**src/rtl/mem_wb_stage.sv**
```systemverilog
// Memory/writeback stage: retires ALU results, runs the dmem handshake
// with a bounded wait, and drives the registered writeback triple.
module mem_wb_stage #(
  parameter int XLEN    = 16,
  parameter int REG_AW  = 3,
  parameter int MEM_AW  = 8,
  parameter int TIMEOUT = 15
) (
  input  logic              clk_i,
  input  logic              rst_ni,
  input  logic              ex_valid_i,
  output logic              ex_ready_o,
  input  logic [REG_AW-1:0] ex_rd_addr_i,
  input  logic              ex_reg_write_i,
  input  logic              ex_mem_read_i,
  input  logic              ex_mem_write_i,
  input  logic [XLEN-1:0]   ex_alu_result_i,
  input  logic [XLEN-1:0]   ex_store_data_i,
  input  logic              flush_i,
  output logic              dmem_req_o,
  output logic              dmem_we_o,
  output logic [MEM_AW-1:0] dmem_addr_o,
  output logic [XLEN-1:0]   dmem_wdata_o,
  input  logic              dmem_ack_i,
  input  logic [XLEN-1:0]   dmem_rdata_i,
  output logic [REG_AW-1:0] de_mw_rd_addr_o,
  output logic              write_en_o,
  output logic [XLEN-1:0]   wb_data_o,
  output logic              err_o
);

  localparam int CW = (TIMEOUT > 1) ? $clog2(TIMEOUT) : 1;
  localparam logic [CW-1:0] CNT_LAST = CW'(TIMEOUT - 1);

  typedef enum logic {
    IDLE,
    MEM_WAIT
  } state_t;

  state_t            state_q, state_d;
  logic [CW-1:0]     cnt_q, cnt_d;
  logic              req_q, req_d;
  logic              we_q, we_d;
  logic [MEM_AW-1:0] addr_q, addr_d;
  logic [XLEN-1:0]   wdata_q, wdata_d;
  logic [REG_AW-1:0] pend_rd_q, pend_rd_d;
  logic [REG_AW-1:0] out_rd_q, out_rd_d;
  logic [XLEN-1:0]   out_data_q, out_data_d;
  logic              wen_q, wen_d;
  logic              err_q, err_d;

  logic accept;
  logic is_mem;
  logic rd_nz;

  assign accept = (state_q == IDLE) && ex_valid_i && !flush_i;
  assign is_mem = ex_mem_read_i || ex_mem_write_i;
  assign rd_nz  = (ex_rd_addr_i != '0);

  always_comb begin
    state_d    = state_q;
    cnt_d      = cnt_q;
    req_d      = req_q;
    we_d       = we_q;
    addr_d     = addr_q;
    wdata_d    = wdata_q;
    pend_rd_d  = pend_rd_q;
    out_rd_d   = out_rd_q;
    out_data_d = out_data_q;
    wen_d      = 1'b0;
    err_d      = 1'b0;
    unique case (state_q)
      IDLE: begin
        if (accept && is_mem) begin
          state_d   = MEM_WAIT;
          cnt_d     = '0;
          req_d     = 1'b1;
          // load wins when both read and write are flagged
          we_d      = ex_mem_write_i && !ex_mem_read_i;
          addr_d    = ex_alu_result_i[MEM_AW-1:0];
          wdata_d   = ex_store_data_i;
          pend_rd_d = ex_rd_addr_i;
        end else if (accept && ex_reg_write_i && rd_nz) begin
          wen_d      = 1'b1;
          out_rd_d   = ex_rd_addr_i;
          out_data_d = ex_alu_result_i;
        end
      end
      MEM_WAIT: begin
        if (dmem_ack_i) begin
          state_d = IDLE;
          req_d   = 1'b0;
          if (!we_q && pend_rd_q != '0) begin
            wen_d      = 1'b1;
            out_rd_d   = pend_rd_q;
            out_data_d = dmem_rdata_i;
          end
        end else if (cnt_q == CNT_LAST) begin
          state_d = IDLE;
          req_d   = 1'b0;
          err_d   = 1'b1;
        end else begin
          cnt_d = cnt_q + 1'b1;
        end
      end
      default: begin
        state_d = IDLE;
        req_d   = 1'b0;
      end
    endcase
  end

  always_ff @(posedge clk_i) begin
    if (!rst_ni) begin
      state_q    <= IDLE;
      cnt_q      <= '0;
      req_q      <= 1'b0;
      we_q       <= 1'b0;
      addr_q     <= '0;
      wdata_q    <= '0;
      pend_rd_q  <= '0;
      out_rd_q   <= '0;
      out_data_q <= '0;
      wen_q      <= 1'b0;
      err_q      <= 1'b0;
    end else begin
      state_q    <= state_d;
      cnt_q      <= cnt_d;
      req_q      <= req_d;
      we_q       <= we_d;
      addr_q     <= addr_d;
      wdata_q    <= wdata_d;
      pend_rd_q  <= pend_rd_d;
      out_rd_q   <= out_rd_d;
      out_data_q <= out_data_d;
      wen_q      <= wen_d;
      err_q      <= err_d;
    end
  end

  assign ex_ready_o      = (state_q == IDLE);
  assign dmem_req_o      = req_q;
  assign dmem_we_o       = we_q;
  assign dmem_addr_o     = addr_q;
  assign dmem_wdata_o    = wdata_q;
  assign de_mw_rd_addr_o = out_rd_q;
  assign write_en_o      = wen_q;
  assign wb_data_o       = out_data_q;
  assign err_o           = err_q;

endmodule

```
**config.mk**
```make
export PLATFORM = sky130hd
export DESIGN_NAME = mem_wb_stage
export DESIGN_NICKNAME = d
export VERILOG_FILES = /design/src/rtl/mem_wb_stage.sv
export SDC_FILE = /design/constraint.sdc
export NUM_CORES = 1
export LEC_CHECK = 0
export ABC_AREA = 1
export BUFFER_PORTS_ARGS = -buffer_cell sky130_fd_sc_hd__buf_2
export CORE_MARGIN = 4
export CORE_UTILIZATION = 42
export DETAILED_ROUTE_END_ITERATION = 8
export GPL_ROUTABILITY_DRIVEN = 1
export PLACE_DENSITY = 0.75
export SETUP_SLACK_MARGIN = 0.02
export SKIP_CTS_REPAIR_TIMING = 1
export SLEW_MARGIN = 10
export SYNTH_ARGS = -nofsm -noshare
export SYNTH_HDL_FRONTEND = slang
export SYNTH_SLANG_ARGS = --single-unit
```
**constraint.sdc**
```tcl
create_clock -name clk_i -period 1.2 [get_ports clk_i]
set_input_delay 0.12 -clock clk_i [delete_from_list [all_inputs] [get_ports clk_i]]
set_output_delay 0.12 -clock clk_i [all_outputs]
set_load 0.02 [all_outputs]
```
After elaboration in Yosys (flattened, before gate mapping). Index checks and enable logic that the tools add are counted.

Mux-type cells: 28. Add/sub/neg operators: 1. Reduce and logical (&&, ||, !) cells: 18. Bitwise logic cells: 2. Equality and inequality tests: 9.

Operators with widths (number): two-way mux 16 bit (4); case mux 16 bit (2 select lines) (1); two-way mux 3 bit (4); two-way mux 4 bit (3); two-way mux 1 bit (11); != test 2 bit (second input constant) (4); case mux 4 bit (2 select lines) (1); logical AND 1 bit (7); != test 2 x 1 -> 1 bit (second input constant) (3); case mux 1 bit (2 select lines) (3); case mux 3 bit (2 select lines) (1); nonzero test 3 bit (2); adder 4 x 1 -> 4 bit (second input constant) (1); == test 4 bit (second input constant) (1); AND reduction 2 bit (2); AND reduction 4 bit (1); zero test 1 bit (3); != test 3 x 2 -> 1 bit (second input constant) (1); AND reduction 3 bit (1); OR reduction 3 bit (1); NOT 1 bit (2); logical OR 1 bit (1).

Logic and storage cells: 69. Flip-flop bits (word level): 55. Output and inout port bits: 48. Bits of input ports: 59.

Logic depth before layout (Yosys ltp). Gate-level depths: netlist of the first run.

Word-level depth: 8. Mapped depth: 9. Gate-level depth less buffers: 8.

Least setup slack after synthesis of the first run. No wires, ideal clock.

Path type: flip-flop to flip-flop. Start: register state_q. End: register out_rd_q[1], in the netlist de_mw_rd_addr_o[1]. Library setup time: 0.115 ns. Cell stages (with the launch flop): 9. Buffers on the path: 2. Period minus slack after synthesis: 1.247 ns. Arrival time: 1.132 ns. Data required time: 1.085 ns. Slack: -0.047 ns. Path through: dfxtp_1 -> inv_2 -> nand2_2 -> nor2_4 -> nand4_2 -> buf_4 -> buf_6 -> a21oi_1 -> nor2_1.

Cells in the longest elaborated chain, start to end: 7. Elaborated cells on any way between the ends: 12. Those cells by class: 4 x eq/ne; 1 x mux; 1 x bitwise; 6 x reduce/logical.

RTL lines: from (decl) (line 40) `state_t state_q, state_d;`; from (signal assigned) (line 127) `state_q <= state_d;`; NOT 1 bit (no line); logical AND 1 bit (2 in series) (line 56) `assign accept = (state_q == IDLE) && ex_valid_i && !flush_i;`; logical AND 1 bit (2 in series) (line 83) `end else if (accept && ex_reg_write_i && rd_nz) begin`; != test 2 x 1 -> 1 bit (no line); AND reduction 4 bit (no line); to (signal assigned) (line 134) `out_rd_q <= out_rd_d;`; to (decl) (line 47) `logic [REG_AW-1:0] out_rd_q, out_rd_d;`.

Several ways; a longest one is shown, not always the timed one. A chain may end at the register's enable or synchronous reset.

Worst setup path in the final report of the first run.
Start: register state_q. End: register out_data_q[13], in the netlist wb_data_o[13].

Cells in the longest elaborated chain, start to end: 7. Elaborated cells on any way between the ends: 12. Those cells by class: 4 x eq/ne; 1 x mux; 1 x bitwise; 6 x reduce/logical.

RTL lines: NOT 1 bit (no line); logical AND 1 bit (2 in series) (line 56); logical AND 1 bit (2 in series) (line 83); != test 2 x 1 -> 1 bit (no line); AND reduction 4 bit (no line); to (signal assigned) (line 135) `out_data_q <= out_data_d;`; to (decl) (line 48) `logic [XLEN-1:0] out_data_q, out_data_d;`.

Several ways; a longest one is shown, not always the timed one.

==> flow_summary.rst, run 1 <==
.. list-table::
   :header-rows: 1

   * - Metric
     - Value
   * - Run status
     - complete, but fails checks
   * - Pin slew with the least headroom to its limit
     - 324 ps
   * - Core area
     - 5540 um2
   * - Largest fanout on the critical path
     - 10
   * - Top FF cell, synth
     - sky130_fd_sc_hd__dfxtp_1
   * - Global-route usage over all layers
     - 18.1%
   * - Total power density per cell area
     - 1100 nW/um2
   * - Smallest setup slack after layout
     - -115 ps
   * - Per-cell routed wire length
     - 13.6 um
   * - Largest net degree at the start of global routing
     - 40
   * - Critical Path End Type
     - flip-flop
   * - Count of maximum capacitance violations
     - 0
   * - Peak per-stage delay on the critical path
     - 340 ps
   * - Drt via density
     - 4.88
   * - Final worst hold slack
     - 25.9 ps
   * - Remaining global-route overflow
     - 0
   * - Crit path cell chain
     - inv_2 > buf_4 > nor2_4 > nand3_4 > clkbuf_16 > a21oi_1 > nor2_1
   * - Worst hold endpoint
     - dmem_we_o
   * - Type of the worst setup path
     - flip-flop to flip-flop
   * - Period utilization
     - 110%
   * - Post-layout instance area
     - 3670 um2
   * - Routed vias
     - 2622
   * - Unrepaired setup endpoints after global routing
     - yes
   * - Category of the worst setup path launch point
     - flip-flop
   * - Cell taking the most area after synthesis
     - sky130_fd_sc_hd__dfxtp_1
   * - Post-Syn Instances
     - 349
   * - Worst EP arrival
     - 1520 ps
   * - Lkg Pwr
     - 1.86 nW
   * - Global-route wire length before repair
     - 10.6 mm
   * - Antenna violations before repair
     - 0
   * - Boundary pin count
     - 107
   * - Remaining antenna violation count
     - 0
   * - Hold Path Origin
     - ex_mem_read_i
   * - Via count of the first global-routing pass
     - 2326
   * - Post-synth top area share
     - 45.7%
   * - Count of cell types in the netlist
     - 22
   * - Worst min-delay path class
     - input pin to flip-flop
   * - Total power after layout
     - 0.00403 W
   * - Clock transition time at the flip-flop clock pins of the worst setup and hold paths
     - 100 ps
   * - Mapped cell area
     - 2410 um2
   * - Final worst path period need
     - 1320 ps
   * - Number of flops mapped to enable cells by yosys
     - 0
   * - Die width
     - 83.7 um
   * - Final max-slew violation count
     - 0
   * - Share of async-settable or async-resettable flops after synthesis
     - 0%
   * - Cell type group with the largest total delay on the critical path
     - buffers and inverters
   * - Crit path required time
     - 1400 ps
   * - Count of synthesis-stage warnings from yosys
     - 0
   * - Setup violators final
     - 38
   * - Sink count of the clock tree
     - 55
   * - Final weighted congestion in routability-driven placement
     - 0.834
   * - Count of routing violations after the opening detailed-route iteration
     - 163
   * - Initial core utilization
     - 43.5%
   * - Placed Area
     - 3070 um2
   * - Final Hold Fails
     - 0
   * - Net count after synthesis
     - 410
   * - FF-to-FF setup slack
     - -120 ps
   * - Diodes inserted
     - 0
   * - Share of final-layout standard cells stronger than drive strength 1
     - 42.4%
   * - Max Clk Rate
     - 760 MHz
   * - Worst reg2reg endpoint
     - wb_data_o[13]
   * - CP bufs+invs
     - 3
   * - Seq cells post-synth
     - 55
   * - Chip Height
     - 83.7 um
   * - Insertion delay of the later-clocked pin in the worst-skew pair
     - 310 ps
   * - Headroom to the max-slew limit
     - 78.4%
   * - Clock skew after layout
     - 5.83 ps
   * - TritonCTS buffer count
     - 5
   * - Drt drc
     - 0
   * - Clock tree from TritonCTS
     - built
   * - 1st-pass router iterations
     - 4
   * - Depth of the CTS H-tree
     - 2
   * - Seq/Total Area, Yosys
     - 45.7%
   * - Startpoint of the worst-slack reg-to-reg timing path
     - state_q
   * - Detailed-route wire length
     - 7.31 mm
   * - Count of nets after finishing
     - 525
   * - Relative area change from synthesis to final layout
     - 52.3%
   * - Worst hold path stage count
     - 2
   * - Area of the die
     - 7010 um2
   * - I/O Buffers
     - 106
   * - Clock Root Buffer
     - sky130_fd_sc_hd__clkbuf_8
   * - Mean instance size in the synthesized netlist
     - 6.90 um2
   * - Final HPWL DP
     - 4.46 mm
   * - Count of cells along the worst register-to-register path
     - 7
   * - Peak supply drop
     - 0.695 mV
   * - Maximum number of buffers from clock root to sink
     - 2
   * - Count of standard-cell rows
     - 27
   * - Largest cells by area after synthesis
     - sky130_fd_sc_hd__dfxtp_1, sky130_fd_sc_hd__nand2_1, sky130_fd_sc_hd__nor2_1, sky130_fd_sc_hd__o21ai_0, sky130_fd_sc_hd__a21oi_1
   * - Cell with the largest stage delay on the worst path
     - sky130_fd_sc_hd__dfxtp_2
   * - Failing checks
     - negative setup slack
[layout make-up]
| type | count | area (um2) |
|---|---|---|
| Sequential cell | 55 | 1100 |
| Clock inverter | 2 | 35.0 |
| Clock buffer | 6 | 82.6 |
| Multi-Input combinational cell | 234 | 1280 |
| Timing Repair Buffer | 130 | 920 |
| Tap cell | 72 | 90.1 |
| Fill cell | 487 | 1870 |
| Inverter | 38 | 158 |
[report_power, final]
| group | internal (W) | switching (W) | leakage [nW] | total [W] |
|---|---|---|---|---|
| clock network | 0.000676 | 0.000604 | 0.0612 | 0.00128 |
| registers | 0.00192 | 0.0000529 | 0.450 | 0.00197 |
| logic | 0.000330 | 0.000454 | 1.35 | 0.000784 |
| total | 0.00292 | 0.00111 | 1.86 | 0.00403 |
[per-stage QoR]
step                worst slack [ps]  setup TNS, ps  instances  util [%]
finish                          -115          -2110        537      66.2
global route                    -177          -5520        537      66.2
CTS                             -108          -1510        525      57.5
detailed placement             -82.2           -831        517      55.4
global placement                7.42              0        517      55.4
floorplan                      -26.4           -219        349         -
[cells in the final DEF (no fill, tap or decap), drive strengths merged, types with 2 or more instances in the layout]
cell	count
clkinv	2
nand3	22
nand2	66
o21ai	40
a21oi	37
clkbuf	14
inv	37
ha	2
nor2	61
dfxtp	55
buf	122
nand4	2
[flip-flops by register name, summed over array words and instances (netlist names)]
name / cells
pend_rd_q: 3
dmem_req_o: 1
err_o: 1
de_mw_rd_addr_o: 3
cnt_q: 4
state_q: 1
dmem_wdata_o: 16
dmem_addr_o: 8
dmem_we_o: 1
wb_data_o: 16
write_en_o: 1
[worst max path at each step]
| stage | from | end | slack [ps] | cells after the start |
|---|---|---|---|---|
| 2_1_floorplan | state_q | de_mw_rd_addr_o[1] | -30 | 8 |
| 3_3_place_gp | state_q | dmem_addr_o[1] | 7 | 8 |
| 3_5_place_dp | cnt_q[0] | cnt_q[1] | -80 | 6 |
| 4_1_cts | cnt_q[0] | cnt_q[1] | -110 | 6 |
| 5_1_grt | state_q | wb_data_o[8] | -180 | 7 |
| 6_report | state_q | wb_data_o[13] | -120 | 7 |
[logic make-up after synthesis]
kind of cell               Yosys count  share of synthesized area [%]
buffers and inverters               60                           10.3
AOI/OAI and AO/OA                   79                           16.6
and+or+nand+nor                    153                           26.3
adders and majority gates            2                           1.04
DFF                                 55                           45.7
[worst register-to-register path, delay by kind of cell (launching register included)]
kind | cells | cell delay (ps)
and+or+nand+nor | 3 | 330
AOI/OAI and AO/OA | 1 | 140
DFF | 1 | 340
buffers and inverters | 3 | 400
[synth_stat cells, types with 2 or more instances]
master and instances:
sky130_fd_sc_hd__nand2_1 63, sky130_fd_sc_hd__nor2_1 60, sky130_fd_sc_hd__dfxtp_1 55, sky130_fd_sc_hd__o21ai_0 39, sky130_fd_sc_hd__a21oi_1 37, sky130_fd_sc_hd__inv_1 35, sky130_fd_sc_hd__nand3_1 22, sky130_fd_sc_hd__clkbuf_1 13
sky130_fd_sc_hd__buf_2 6, sky130_fd_sc_hd__inv_2 3, sky130_fd_sc_hd__nand2_2 3, sky130_fd_sc_hd__buf_4 2, sky130_fd_sc_hd__ha_1 2
[layer usage]
layer	part of all wire [%]	vias to the layer above	track usage [%]
li1	-	1342	-
met2	46	82	29.4
met4	1.6	0	5.12
met3	7.5	10	6.42
met5	0	-	0
met1	45	1188	22.6
Power figures use the tool's default switching activity.
==> inputs of run 2 (changes only) <==
TNS_END_PERCENT = 5   (was not set)
==> run 2 against run 1 <==
Against the previous run: critical path type unchanged; combinational power decreased by 10%; utilization decreased by 6.0 points; via count decreased by 3.8%; global-route usage decreased by 0.38 points; critical endpoint is now wb_data_o[5]; clock skew about the same; largest cell class unchanged; first-iteration DRC count decreased by 40%; the run still ends with negative setup slack left.
==> flow_summary.rst, run 2 (synthesized netlist as in run 1, its figures left out) <==
.. list-table::
   :header-rows: 1

   * - Metric
     - Value
   * - Clock Root Buffer
     - sky130_fd_sc_hd__clkbuf_8
   * - Fill cell instance count of the final layout
     - 548
   * - Via count of the first global-routing pass
     - 2388
   * - Remaining global-route overflow
     - 0
   * - Worst EP arrival
     - 1490 ps
   * - Core area
     - 5540 um2
   * - Area of the die
     - 7010 um2
   * - Final worst hold slack
     - 7.61 ps
   * - Clock tree from TritonCTS
     - built
   * - Final weighted congestion in routability-driven placement
     - 0.877
   * - Crit path required time
     - 1400 ps
   * - Final max-slew violation count
     - 0
   * - Count of nets after finishing
     - 521
   * - Type of the worst setup path
     - flip-flop to flip-flop
   * - Cell type group with the largest total delay on the critical path
     - simple AND/OR/NAND/NOR gates
   * - Run status
     - complete, but fails checks
   * - Count of standard-cell rows
     - 27
   * - Number of placed instances, taps included
     - 520
   * - Routed vias
     - 2522
   * - Clock transition time at the flip-flop clock pins of the worst setup and hold paths
     - 90 ps
   * - Sink count of the clock tree
     - 55
   * - Category of the worst setup path launch point
     - flip-flop
   * - Period utilization
     - 108%
   * - Smallest setup slack after layout
     - -93.0 ps
   * - Share of final-layout standard cells stronger than drive strength 1
     - 34.3%
   * - Die width
     - 83.7 um
   * - Insertion delay of the later-clocked pin in the worst-skew pair
     - 310 ps
   * - Failing checks
     - negative setup slack
   * - Worst min-delay path class
     - input pin to flip-flop
   * - Largest fanout on the critical path
     - 39
   * - Setup total negative slack
     - -1340 ps
   * - Final standard cell count with taps included and fillers excluded
     - 533
   * - FF/Latch Area
     - 1100 um2
   * - Final Hold Fails
     - 0
   * - Depth of the CTS H-tree
     - 2
   * - Antenna violations before repair
     - 0
   * - Global-route wire length before repair
     - 10.4 mm
   * - Diodes inserted
     - 0
   * - Drt drc
     - 0
   * - 1st-pass router iterations
     - 4
   * - Remaining antenna violation count
     - 0
   * - Detailed-route wire length
     - 6.41 mm
   * - Maximum number of buffers from clock root to sink
     - 2
   * - Count of routing violations after the opening detailed-route iteration
     - 98
   * - Most frequent cells in the layout
     - sky130_fd_sc_hd__buf_2, sky130_fd_sc_hd__nand2_1, sky130_fd_sc_hd__nor2_1
   * - Chip Height
     - 83.7 um
   * - I/O Buffers
     - 106
   * - Pin slew with the least headroom to its limit
     - 277 ps
   * - Max Clk Rate
     - 773 MHz
   * - Setup violators final
     - 40
   * - Global-route usage over all layers
     - 17.7%
   * - Largest net degree at the start of global routing
     - 40
   * - Most frequent standard cell in the layout excluding fill and tap cells
     - sky130_fd_sc_hd__buf_2
   * - Clock skew after layout
     - 6.20 ps
   * - Placed Area
     - 3070 um2
   * - Crit path cell chain
     - inv_2 > nand2_2 > nor2_4 > nand4_2 > buf_12 > a21oi_1 > nor2_1
   * - Worst slack at placement
     - -67.9 ps
   * - Headroom to the max-slew limit
     - 81.6%
   * - Area occupied by multi-input gates
     - 1130 um2
   * - Unrepaired setup endpoints after global routing
     - yes
   * - Initial core utilization
     - 43.5%
   * - Peak supply drop
     - 0.568 mV
   * - Total power density per cell area
     - 1100 nW/um2
   * - Post-layout instance area
     - 3330 um2
   * - Count of maximum capacitance violations
     - 0
   * - Lkg Pwr
     - 1.73 nW
   * - Per-cell routed wire length
     - 12.0 um
   * - Boundary pin count
     - 107
   * - Critical Path End Type
     - flip-flop
   * - Drt via density
     - 4.73
   * - TritonCTS buffer count
     - 5
   * - Final HPWL DP
     - 4.49 mm
   * - CP bufs+invs
     - 2
   * - Cell with the largest stage delay on the worst path
     - sky130_fd_sc_hd__dfxtp_2
   * - Relative area change from synthesis to final layout
     - 38.4%
   * - Final worst path period need
     - 1290 ps
   * - Peak per-stage delay on the critical path
     - 340 ps
run 2: changes by cell type in the layout (fill, tap and decap cells not counted), moves of 3 or more:
cell / delta
sky130_fd_sc_hd__buf_4: +4
sky130_fd_sc_hd__nand3_2: -3
sky130_fd_sc_hd__a21oi_1: +10
sky130_fd_sc_hd__nor2_2: -7
sky130_fd_sc_hd__o21ai_0: +5
sky130_fd_sc_hd__a21oi_2: -10
sky130_fd_sc_hd__o21ai_2: -7
sky130_fd_sc_hd__clkbuf_16: -6
sky130_fd_sc_hd__nor2_1: +8
sky130_fd_sc_hd__nand3_1: +5
run 2: worst reg2reg max path: stages (launching register included):
cell and delay [ps]:
sky130_fd_sc_hd__dfxtp_2 340, sky130_fd_sc_hd__inv_2 80, sky130_fd_sc_hd__nand2_2 60, sky130_fd_sc_hd__nor2_4 150, sky130_fd_sc_hd__nand4_2 120, sky130_fd_sc_hd__buf_12 200, sky130_fd_sc_hd__a21oi_1 180, sky130_fd_sc_hd__nor2_1 60
run 2: worst paths after layout:
kind,end,slack (ps),start,depth (start not counted)
setup reg to reg,wb_data_o[5],-90,state_q,7
setup / recovery,wb_data_o[5],-90,state_q,7
hold reg to reg,dmem_req_o,470,dmem_req_o,2
hold / removal,dmem_we_o,8,ex_mem_read_i,2
run 2: final cells by class:
| cell class | count | share of cell area (%) |
|---|---|---|
| Multi-Input combinational cell | 234 | 34.0 |
| Clock inverter | 1 | 0.150 |
| Sequential cell | 55 | 33.1 |
| Inverter | 38 | 4.51 |
| Timing Repair Buffer | 126 | 23.2 |
| Tap cell | 72 | 2.70 |
| Clock buffer | 7 | 2.29 |
run 2: stage by stage:
stage	util (%)	total power [W]
after detailed placement	55.5	0.00264
after global routing	60.1	0.00387
after global placement	55.5	0.00262
after floorplan	-	0.00237
after CTS	56.9	0.00363
final	60.1	0.00366
run 2: where the power goes:
group	switching, W	leakage [nW]	internal (W)
sequential	0.0000500	0.450	0.00192
combinational	0.000409	1.24	0.000294
clock	0.000579	0.0422	0.000412
run 2: routing by layer:
metal  vias to the layer above  GRT usage (%)  routed length, um
li1                       1323              -                  -
met1                      1117           21.0               2860
met4                         0           5.26                 53
met5                         -              0                  0
met3                         6           5.53                474
met2                        76           30.5               3020
